## src/rtl/im_loader.sv

```systemverilog
// Instruction-memory loader: packs a valid/ready byte stream into 32-bit words
// and drives a registered word-write port starting at word 0.
module im_loader #(
    parameter int unsigned ADDR_W     = 10,
    parameter logic [31:0] BASE_ADDR  = 32'h0000_3000,
    parameter bit          BIG_ENDIAN = 1'b1
) (
    input  logic              clk,
    input  logic              reset,
    input  logic              start,
    input  logic              byte_valid,
    input  logic [7:0]        byte_data,
    input  logic              byte_last,
    output logic              byte_ready,
    output logic              we,
    output logic [ADDR_W-1:0] waddr,
    output logic [31:0]       wdata,
    output logic [ADDR_W:0]   word_count,
    output logic [31:0]       end_pc,
    output logic              busy,
    output logic              done,
    output logic              trunc_err,
    output logic              ovf_err
);

    typedef enum logic [1:0] {
        IDLE,
        FILL,
        DONE
    } state_t;

    localparam logic [ADDR_W:0] FULL_CNT = {1'b1, {ADDR_W{1'b0}}};

    state_t              state_q, state_d;
    logic [ADDR_W:0]     word_count_q, word_count_d;
    logic [1:0]          idx_q, idx_d;
    logic [31:0]         asm_q, asm_d;
    logic                we_q, we_d;
    logic [ADDR_W-1:0]   waddr_q, waddr_d;
    logic [31:0]         wdata_q, wdata_d;
    logic                trunc_err_q, trunc_err_d;
    logic                ovf_err_q, ovf_err_d;

    logic [1:0]          lane;
    logic [31:0]         word_next;

    always_ff @(posedge clk or negedge reset) begin
        if (!reset) begin
            state_q      <= IDLE;
            word_count_q <= '0;
            idx_q        <= '0;
            asm_q        <= '0;
            we_q         <= 1'b0;
            waddr_q      <= '0;
            wdata_q      <= '0;
            trunc_err_q  <= 1'b0;
            ovf_err_q    <= 1'b0;
        end else begin
            state_q      <= state_d;
            word_count_q <= word_count_d;
            idx_q        <= idx_d;
            asm_q        <= asm_d;
            we_q         <= we_d;
            waddr_q      <= waddr_d;
            wdata_q      <= wdata_d;
            trunc_err_q  <= trunc_err_d;
            ovf_err_q    <= ovf_err_d;
        end
    end

    always_comb begin
        state_d      = state_q;
        word_count_d = word_count_q;
        idx_d        = idx_q;
        asm_d        = asm_q;
        we_d         = 1'b0;
        waddr_d      = waddr_q;
        wdata_d      = wdata_q;
        trunc_err_d  = trunc_err_q;
        ovf_err_d    = ovf_err_q;

        // Big-endian lane for index i is 3-i, which is ~i on two bits.
        lane      = BIG_ENDIAN ? ~idx_q : idx_q;
        word_next = asm_q | ({24'd0, byte_data} << {lane, 3'b000});

        unique case (state_q)
            IDLE, DONE: begin
                if (start) begin
                    state_d      = FILL;
                    word_count_d = '0;
                    idx_d        = '0;
                    asm_d        = '0;
                    trunc_err_d  = 1'b0;
                    ovf_err_d    = 1'b0;
                end
            end
            FILL: begin
                if (byte_valid) begin
                    if (word_count_q == FULL_CNT) begin
                        ovf_err_d = 1'b1;
                        state_d   = DONE;
                    end else if (idx_q == 2'd3 || byte_last) begin
                        // Unfilled lanes are already zero, giving the pad on a short final word.
                        we_d         = 1'b1;
                        waddr_d      = word_count_q[ADDR_W-1:0];
                        wdata_d      = word_next;
                        word_count_d = word_count_q + 1'b1;
                        idx_d        = '0;
                        asm_d        = '0;
                        if (byte_last) begin
                            trunc_err_d = (idx_q != 2'd3);
                            state_d     = DONE;
                        end
                    end else begin
                        asm_d = word_next;
                        idx_d = idx_q + 2'd1;
                    end
                end
            end
            default: state_d = IDLE;
        endcase
    end

    assign byte_ready = (state_q == FILL);
    assign busy       = (state_q == FILL);
    assign done       = (state_q == DONE);
    assign we         = we_q;
    assign waddr      = waddr_q;
    assign wdata      = wdata_q;
    assign word_count = word_count_q;
    assign trunc_err  = trunc_err_q;
    assign ovf_err    = ovf_err_q;
    assign end_pc     = BASE_ADDR + (32'(word_count_q) << 2);

endmodule

```

## config.mk

```make
export PLATFORM = sky130hd
export DESIGN_NAME = im_loader
export DESIGN_NICKNAME = d
export VERILOG_FILES = /design/src/rtl/im_loader.sv
export SDC_FILE = /design/constraint.sdc
export NUM_CORES = 1
export LEC_CHECK = 0
export CORE_MARGIN = 2
export CORE_UTILIZATION = 40
export DETAILED_ROUTE_END_ITERATION = 12
export PLACE_DENSITY = 0.74
export SYNTH_ARGS = -nofsm -noshare
export SYNTH_HDL_FRONTEND = slang
export SYNTH_SLANG_ARGS = --single-unit
export TNS_END_PERCENT = 20
```

## constraint.sdc

```tcl
create_clock -name clk -period 4.65 [get_ports clk]
set_input_delay 0.93 -clock clk [delete_from_list [all_inputs] [get_ports clk]]
set_output_delay 0.93 -clock clk [all_outputs]
set_load 0.02 [all_outputs]
```

# Yosys cells after proc, flatten, opt, wreduce, memory -nomap -nowiden
# Cells that the tools add are included.
# totals
reg_bits	92
word_cells	73
input_bits	13
output_inout_bits	91
# op_classes
add_sub_neg	3
shifts	1
reduce_logical	10
eq_ne	13
n_mux	34
n_bitwise	3
# ops
cell	count
32-bit 2-to-1 mux	4
32-bit one-hot mux with 2 select lines	1
11-bit 2-to-1 mux	4
32-bit bitwise OR	1
8-bit by 5-bit << shifter with 32-bit output	1
11-bit one-hot mux with 2 select lines	1
2-bit 2-to-1 mux	9
4-bit AND reduction	4
14-bit by 13-bit adder with 15-bit output (first input constant)	1
11-bit by 1-bit adder with 11-bit output (second input constant)	1
11-bit == test (second input constant)	1
1-bit 2-to-1 mux	11
2-bit != test (second input constant)	5
2-bit one-hot mux with 2 select lines	2
6-bit AND reduction	1
5-bit AND reduction	1
2-bit == test (second input constant)	2
2-bit by 1-bit != test with 1-bit output (second input constant)	2
1-bit one-hot mux with 2 select lines	2
3-bit by 1-bit != test with 1-bit output (second input constant)	1
3-bit by 2-bit != test with 1-bit output (second input constant)	1
2-bit by 1-bit adder with 2-bit output (second input constant)	1
2-bit by 1-bit == test with 1-bit output (second input constant)	1
2-bit zero test	1
other kinds (5)	5

# Logic depth before layout (Yosys ltp)
# depth
word_depth	7
mapped_depth	9
depth_no_buf	7

# Least setup slack after synthesis
# OpenSTA, ideal clock, no wires.
# synth_timing
path_kind	register to output
startpoint	register state_q[1]
endpoint	output port byte_ready
required_time_ps	3720
arrival_ps	1273
path_stages_with_launch	5
n_path_buf	2
setup_slack_ps	2447
path_cell_list	dfrtp_1 -> nand2b_1 -> inv_1 -> clkbuf_1 -> buf_4
# synth_between
elab_chain_cells	1
# synth_rtl
element	line_no	text
start: declaration	34	state_t state_q, state_d;
start signal: assignment	59	state_q <= state_d;
2-bit by 1-bit == test with 1-bit output	n/a	
end: declaration	14	output logic byte_ready,
# Every way passes these cells.

# Worst setup path after layout
# layout_timing
startpoint	register state_q[1]
endpoint	output port byte_ready
# layout_between
elab_chain_cells	1
# layout_rtl
element	line_no	text
2-bit by 1-bit == test with 1-bit output	124	assign byte_ready = (state_q == FILL);
# Every way passes these cells.

==> flow_summary.yaml <==
run_status:
  status: "complete, no violations"
synth:
  postSynthAreaPerCell_um2: 9.970
  async_reset_ff_share_pct: 100.0
  synth.top_cell.area_share_pct: 55.64
  yosysSeqAreaShare_pct: 55.64
  synth.most_common_cell: "dfrtp_1"
  synth_edf_count: 0
  syn-cell-area_um2: 4138
  synth_area_leader_cell: "dfrtp_1"
  synth_area_leaders: "dfrtp_1, buf_4, nand2_1, a22o_1, o21ai_0"
  ys_ff_latch: 92
  yosys_warnings: 0
  synthTopCellsByCount: "dfrtp_1, nand2_1, o21ai_0"
  synthFlopType: "dfrtp_1"
  syn_inst: 415
  synth_cell_types: 45
clock_network:
  ctsHoldBuffers: 0
  cts_buffers: 9
  clock_latency_ns: 0.36
  post_cts_buffers: 0
  cts_tree: "built"
  clk_pin_slew_ns: 0.09
  cts_resized: 0
  htreeDepth: 3
  cts.sinks: 92
  root_buffer: "clkbuf_8"
  ctsLongestPathBuffers: 2
routing:
  ant_nets: 0
  vias: 3178
  routedWlPerCell_um: 15.84
  firstDrtPassIters: 4
  via_per_inst: 5.253
  drc_errors: 0
  drt_wl_total_um: 9584
  drt_iter0_markers: 186
cells_and_area:
  finalInstanceArea_um2: 5044
  final_nets: 481
  drive_gt1_share_pct: 4.904
  syn2layout_area_growth_pct: 21.89
  num_antenna_cells: 0
critical_path:
  r2r-start: "word_count[0]"
  critPathKind: "reg2out"
  cp-start-kind: "flip-flop"
  cp-endpoint: "byte_ready"
  worstPathRequired_ns: 3.72
  reg2reg_to: "word_count[2]"
  worstSetupStartpoint: "state_q[1]"
  r2r_setup_slack_ns: 1.85
  cp-end-kind: "output pin"
  cp_max_fo: 13
  rr_worst_depth: 6
  crit_arrival_ns: 2.01
job:
  max_cap_violations: 0
timing:
  max_slew_margin_pct: 11.62
  fmax_mhz: 340.1
  clock_skew_ns: 0.01272
  hold_violations: 0
  setup_tns_ns: 0
  drv_slew: 0
  period_needed_ns: 2.941
  fin_crit_sh_pct: 63.24
  setup_viol_count_final: 0
  max_slew.worst_pin.slew_ns: 1.326
  rsz0062_at_grt: "false"
placed_design:
  dpl-instance-area_um2: 4837
  io_buffer_count: 84
  gp_congestion: 0.7950
  dp_hpwl_um: 6306
die:
  die_w_um: 105.7
  rows: 37
  die_height_um: 105.7
  core_um2: 10180
  io_pins: 104
  dieArea_um2: 11170
  initial_utilization_pct: 40.63
global_route:
  grt_overflow: 0
  grt_pass1_vias: 3010
  antenna_found_initial: 0
  grt_pass1_wl_um: 15340
  grtUsageTotal_pct: 17.31
  grt_start_max_net_pins: 93
power:
  p_per_area_nw_per_um2: 586.5
  irDropWorstVdd_mv: 0.1905
  total_leakage_power_nw: 2.248
hold_path:
  min-delay-path-class: "reg2reg"
[state kept, by name, summed over array words and instances (netlist names)]
| signal | flops |
|---|---|
| waddr | 10 |
| we | 1 |
| idx_q | 2 |
| ovf_err | 1 |
| word_count | 11 |
| wdata | 32 |
| asm_q | 32 |
| state_q | 2 |
| trunc_err | 1 |
[stage by stage]
stage | std cells | power [mW] | hold WS, ns | setup WS [ns] | util [%]
after global placement | 590 | 2.359 | 0.4660 | 1.596 | 47.49
after global routing | 605 | 3.126 | 0.5134 | 1.565 | 49.52
after detailed placement | 590 | 2.394 | 0.4698 | 1.537 | 47.49
after CTS | 605 | 2.974 | 0.4917 | 1.676 | 49.52
final | 605 | 2.958 | 0.4844 | 1.709 | 49.52
after floorplan | 433 | 1.936 | 0.4633 | 2.447 | -
[cell type report]
class / count / area, um2
tap: 136 / 170.2
clock buffer: 11 / 131.4
fill: 962 / 5141
multi-input combinational: 268 / 1481
timing repair buffer: 86 / 853.3
inverter: 8 / 30.03
clock inverter: 4 / 75.07
sequential: 92 / 2302
[power breakdown]
group / internal [mW] / total (mW) / switching, mW
combinational: 0.506 / 1.22 / 0.709
clock: 0.301 / 0.578 / 0.277
sequential: 0.999 / 1.17 / 0.166
total: 1.81 / 2.96 / 1.15
[per-layer routing]
| layer | GRT usage [%] | vias to the layer above | wire length [um] |
|---|---|---|---|
| met3 | 4.082 | 9 | 510 |
| met2 | 26.91 | 91 | 4605 |
| li1 | - | 1489 | - |
| met1 | 23.74 | 1589 | 4363 |
| met5 | 0 | - | 0 |
| met4 | 6.203 | 0 | 105 |
[worst max-delay path, stage by stage (launching register included)]
cell	delay [ns]
dfrtp_1	0.40
nand2b_1	0.23
inv_1	0.34
clkdlybuf4s50_1	0.68
[how the worst min path moves through the flow]
stage          startpoint  cells after the start   endpoint  slack (ns)
2_1_floorplan    asm_q[0]                      2   asm_q[0]        0.46
3_3_place_gp     wdata[6]                      2   wdata[6]        0.47
3_5_place_dp     waddr[2]                      2   waddr[2]        0.47
4_1_cts          waddr[2]                      2   waddr[2]        0.49
5_1_grt         wdata[31]                      2  wdata[31]        0.51
6_report         waddr[2]                      2   waddr[2]        0.48
[placed cells by master (no fill, tap or decap), drive strengths merged, types with 2 or more instances in the layout]
| master | netlist | layout |
|---|---|---|
| ha | 3 | 3 |
| o21ai | 42 | 42 |
| o211ai | 2 | 2 |
| nand2 | 67 | 67 |
| bufinv | 0 | 2 |
| a211o | 3 | 3 |
| o21a | 2 | 2 |
| nand3 | 5 | 5 |
| and2 | 3 | 3 |
| nor4 | 2 | 2 |
| clkdlybuf4s50 | 0 | 83 |
| inv | 8 | 8 |
| nor2b | 4 | 4 |
| o311a | 2 | 2 |
| buf | 55 | 3 |
| nor2 | 14 | 14 |
| dfrtp | 92 | 92 |
| and3 | 3 | 3 |
| clkinvlp | 0 | 2 |
| a21o | 2 | 2 |
| a31oi | 12 | 12 |
| conb | 1 | 19 |
| a21oi | 36 | 36 |
| a221o | 2 | 2 |
| a22o | 24 | 24 |
| nor3 | 4 | 4 |
| o31ai | 2 | 2 |
| clkbuf | 10 | 11 |
| nor4b | 3 | 3 |
[logic make-up (layout without fill, tap and decap cells)]
logic type / Yosys count / after routing / synth area share, %
buf+inv: 73 / 109 / 10.31
simple gates: 113 / 113 / 12.73
flops: 92 / 92 / 55.64
compound gates: 133 / 133 / 20.32
fa+ha+maj: 3 / 3 / 0.9073
other cells: 1 / 19 / 0.09063
(Power assumes the default switching activity.)
